**config.mk**
```make
export PLATFORM = sky130hd
export DESIGN_NAME = run_ctrl
export DESIGN_NICKNAME = d
export VERILOG_FILES = /design/src/rtl/run_ctrl_pkg.sv /design/src/rtl/run_ctrl_downcnt.sv /design/src/rtl/run_ctrl.sv
export SDC_FILE = /design/constraint.sdc
export NUM_CORES = 1
export LEC_CHECK = 0
export ABC_CLOCK_PERIOD_IN_PS = 3770
export CAP_MARGIN = 5
export CORE_ASPECT_RATIO = 1.4
export CORE_UTILIZATION = 55
export CTS_BUF_LIST = sky130_fd_sc_hd__clkbuf_4 sky130_fd_sc_hd__clkbuf_8
export DETAILED_ROUTE_END_ITERATION = 16
export PLACE_DENSITY = 0.86
export SYNTH_ARGS = -nofsm -noshare
export SYNTH_HDL_FRONTEND = slang
export SYNTH_HIERARCHICAL = 1
export SYNTH_SLANG_ARGS = --single-unit
```
**constraint.sdc**
```tcl
create_clock -name Clk -period 3.77 [get_ports Clk]
set_input_delay 0.754 -clock Clk [delete_from_list [all_inputs] [get_ports Clk]]
set_output_delay 0.754 -clock Clk [all_outputs]
set_load 0.05 [all_outputs]
```
**src/rtl/run_ctrl_pkg.sv**
```systemverilog
// run_ctrl shared types and defaults.
// State encoding plus default timing constants.
package run_ctrl_pkg;

  typedef enum logic [2:0] {
    S_IDLE  = 3'd0,
    S_HOLD  = 3'd1,
    S_RUN   = 3'd2,
    S_FLUSH = 3'd3,
    S_DONE  = 3'd4
  } state_t;

  localparam int DEF_RST_CYCLES   = 4;
  localparam int DEF_FLUSH_CYCLES = 2;
  localparam int DEF_DEF_LIMIT    = 625;

  function automatic int max2(input int a, input int b);
    return (a > b) ? a : b;
  endfunction

endpackage

```
**src/rtl/run_ctrl_downcnt.sv**
```systemverilog
// Loadable down-counter with zero flag.
// Shared by the reset-hold and flush windows.
module run_ctrl_downcnt #(
  parameter int W = 2
) (
  input  logic         clk,
  input  logic         rst_n,
  input  logic         load,
  input  logic         dec,
  input  logic [W-1:0] val,
  output logic         zero
);

  logic [W-1:0] cnt;

  always_ff @(posedge clk or negedge rst_n) begin
    if (!rst_n) begin
      cnt <= '0;
    end else if (load) begin
      cnt <= val;
    end else if (dec && cnt != '0) begin
      cnt <= cnt - 1'b1;
    end
  end

  assign zero = (cnt == '0);

endmodule

```
**src/rtl/run_ctrl.sv**
```systemverilog
// Run controller: CPU reset hold, budgeted run,
// flush window for trace dump, then done.
module run_ctrl
  import run_ctrl_pkg::*;
#(
  parameter int CNT_W        = 16,
  parameter int RST_CYCLES   = DEF_RST_CYCLES,
  parameter int FLUSH_CYCLES = DEF_FLUSH_CYCLES,
  parameter int DEF_LIMIT    = DEF_DEF_LIMIT
) (
  input  logic             Clk,
  input  logic             iReset,
  input  logic             iStart,
  input  logic             iHalt,
  input  logic [CNT_W-1:0] iLimit,
  output logic             oCpuReset,
  output logic             oRunning,
  output logic             oFlush,
  output logic             oDone,
  output logic             oTimeout,
  output logic [CNT_W-1:0] oCycles
);

  localparam int CMAX = max2(RST_CYCLES, FLUSH_CYCLES);
  localparam int DW   = (CMAX > 2) ? $clog2(CMAX) : 1;

  state_t         state, nxt;
  logic [CNT_W-1:0] limit;
  logic           start, ld, dec, zero, last, stop;
  logic [DW-1:0]  ldval;

  run_ctrl_downcnt #(.W(DW)) u_cnt (
    .clk   (Clk),
    .rst_n (iReset),
    .load  (ld),
    .dec   (dec),
    .val   (ldval),
    .zero  (zero)
  );

  assign last = (oCycles == limit - 1'b1);
  assign stop = iHalt || last;

  always_comb begin
    nxt   = state;
    start = 1'b0;
    ld    = 1'b0;
    dec   = 1'b0;
    ldval = '0;
    unique case (state)
      S_IDLE, S_DONE: begin
        if (iStart) begin
          nxt   = S_HOLD;
          start = 1'b1;
          ld    = 1'b1;
          ldval = DW'(RST_CYCLES - 1);
        end
      end
      S_HOLD: begin
        if (zero) nxt = S_RUN;
        else      dec = 1'b1;
      end
      S_RUN: begin
        if (stop) begin
          nxt   = S_FLUSH;
          ld    = 1'b1;
          ldval = DW'(FLUSH_CYCLES - 1);
        end
      end
      S_FLUSH: begin
        if (zero) nxt = S_DONE;
        else      dec = 1'b1;
      end
      default: nxt = S_IDLE;
    endcase
  end

  always_ff @(posedge Clk or negedge iReset) begin
    if (!iReset) begin
      state    <= S_IDLE;
      limit    <= CNT_W'(DEF_LIMIT);
      oCycles  <= '0;
      oTimeout <= 1'b0;
    end else begin
      state <= nxt;
      if (start) begin
        limit    <= (iLimit == '0) ? CNT_W'(DEF_LIMIT) : iLimit;
        oCycles  <= '0;
        oTimeout <= 1'b0;
      end
      if (state == S_RUN) begin
        oCycles <= oCycles + 1'b1;
        if (stop) oTimeout <= ~iHalt;
      end
    end
  end

  // CPU stays out of reset through flush/done so its state can be dumped.
  assign oCpuReset = (state == S_RUN) || (state == S_FLUSH)
                  || (state == S_DONE);
  assign oRunning  = (state == S_RUN);
  assign oFlush    = (state == S_FLUSH);
  assign oDone     = (state == S_DONE);

endmodule

```
==> metrics.csv <==
metric,value,unit
status,finished with violations,
violations,DRC,
max_slew_margin,43.5,%
drive_above_1_share,8.85,%
r2r_cells,10,
rrSetupSlack,0.68,ns
synth_area,0.00231,mm2
post-route-util,71.3,%
grtUsageMet2,44.8,%
cts.sinks,38,
tightest_slew,0.848,ns
power_density,688,mW/mm2
hold_viol_final,0,
arrival,2.36,ns
critical_path_class,reg2out,
synthFlopType,dfrtp_1,
antennaDiodeCount,0,
placed_cells,340,
slowest_stage,clkdlybuf4s50_1,
fillCellCount,327,
critical_path_depth,3,
yosysWarnings,6,
yosysTopAreaCell,dfrtp_1,
insertion_delay,0.29,ns
finalPower,1960,uW
hpwl,4.12,mm
drt-wirelength-per-cell,16.0,um
via_per_inst,6.07,
drc,2,
grt_max_degree,39,
max-cap-violations,0,
antenna_found_initial,0,
chipWidth,56.8,um
crit_required,3.02,ns
slowest_delay,0.84,ns
drtIter0Drc,101,
crit_chain,or3b_2 > clkinv_1 > clkdlybuf4s50_1,
gp_congestion,0.897,
initial_utilization,58.0,%
fin_skew,0.00887,ns
vdd_drop_max,0.000548,V
regArea,957,um2
cp-startpoint,state[2],
use_met1,34.6,%
r2r_end,u_cnt/cnt[1],
gr-total-overflow,0,
syn_avg_cell_area,8.75,um2
r2r-start,limit[1],
synthTopCellsByCount,"nand2_1, dfrtp_1, o21ai_0",
path_clk_slew,0.08,ns
rows,27,
totalWireLength,5.59,mm
hold_ws,0.509,ns
die_h,78.7,um
crit_path_end_kind,output port,
ys_seq_elements,38,
grt_pass1_wl,9.28,mm
syn_inst,264,
grtUsageMet3,6.35,%
async_flop_share,100,%
vias,2111,
yosysMostFrequentCell,nand2_1,
io_buffers,40,
instances_no_fill,348,
report.final.slew_viol_count,0,
synth_fp_nets,287,
multiInputGateArea,0.00126,mm2
core_area,0.00399,mm2
hold_path_class,reg2reg,
cp-endpoint,oRunning,
die-area,0.00447,mm2
finalSetupTns,0,ns
synth_area_leaders,"dfrtp_1, nand2_1, dfstp_2",
area_growth,23.1,%
cts_tree,built,
ctsResizeCount,0,
cts_root_buf,clkbuf_8,
globalRouteTotalUtil,26.9,%
start_kind,register,
gr-max-usage-layer,met2,
cts.hold.buffers_added,0,
cts_buffer_depth,2,
synth_cell_type_count,56,
rsz0062_at_grt,false,
htree_levels,2,
first_pass_iters,10,
ant_nets,0,
io_pins,41,
max_freq,0.322,GHz
crit_buf_inv,2,
finalCritPeriodShare,82.5,%
postCtsSetupBuffers,0,
synth_edf_count,0,
final_nets,327,
p_leak,0.00119,uW
synth-seq-area-share,41.4,%
grt_pass1_vias,1937,
setup_viol,0,
path_delay_family,buffers and inverters,
cp_max_fo,8,
cts_buffers,5,
synth.top_cell.area_share,35.7,%
fin_crit,3.11,ns
[area by class of cell]
class / instances / share of cell area [%]
multi-input cells: 205 / 44.5
flip-flops and latches: 38 / 33.7
repair buffers: 43 / 14.7
clock buffers: 5 / 2.42
well taps: 43 / 1.89
inverters: 11 / 1.45
clock inverters: 3 / 1.41
[placed cells by master (no fill, tap or decap), types with 3 or more instances in the layout]
master / count
dfrtp_1: 33
nor2b_1: 3
mux2i_1: 4
o21ai_0: 16
xor2_1: 11
nor2_1: 13
o31ai_1: 3
o22a_1: 4
and3_1: 4
or4b_1: 3
a21oi_1: 4
ha_1: 3
nand4_1: 7
o311ai_0: 3
and4_1: 3
dfstp_2: 5
clkbuf_8: 5
buf_4: 3
nor4_1: 10
clkdlybuf4s50_1: 39
nand2_1: 56
nor3_1: 5
xnor2_1: 8
inv_1: 10
nand3_1: 11
[registers in the layout, indices dropped and copies added, names as in the netlist]
| signal | count |
|---|---|
| limit | 16 |
| oTimeout | 1 |
| state | 3 |
| oCycles | 16 |
| u_cnt/cnt | 2 |
[power by group]
group	switching [uW]	internal [uW]	total [uW]
combinational	523	357	880
clock	148	195	343
sequential	182	550	732
[layer usage]
layer | part of all wire [%] | vias to the layer above
met3 | 4.3 | 12
li1 | - | 1037
met5 | 0 | -
met4 | 1.9 | 0
met2 | 51 | 56
met1 | 43 | 1006
[metrics by stage]
stage	area, um2	setup slack [ns]
final	2840	0.660
after detailed placement	2740	0.711
after floorplan	2310	0.969
after global routing	2840	0.496
after CTS	2840	0.662
after global placement	2740	0.809
[logic make-up after synthesis]
logic type,synth area share (%)
buffers and inverters,3.84
muxes,2.22
xor gates and xnor gates,7.20
adders and majority gates,1.62
and+or+nand+nor,29.7
DFF,41.4
AOI/OAI and AO/OA,14.0
[worst min path at each step]
stage,start,end,slack (ns),cells past startpoint
final,limit[15],limit[15],0.51,2
after global routing,limit[15],limit[15],0.53,2
after CTS,limit[15],limit[15],0.51,2
after detailed placement,limit[15],limit[15],0.50,2
after global placement,limit[15],limit[15],0.48,2
after floorplan,iReset,limit[10],0.46,0
[worst reg2reg max path: cells and delay by family, from the launching register on]
kind,cells,cell delay (ns)
buffers and inverters,1,0.09
flip-flops,1,0.42
AND/OR/NAND/NOR,4,1.77
adder cells (fa/ha/maj),1,0.21
AO/OA/AOI/OAI,4,0.48
Note: power is estimated with default switching activity, not from simulation.
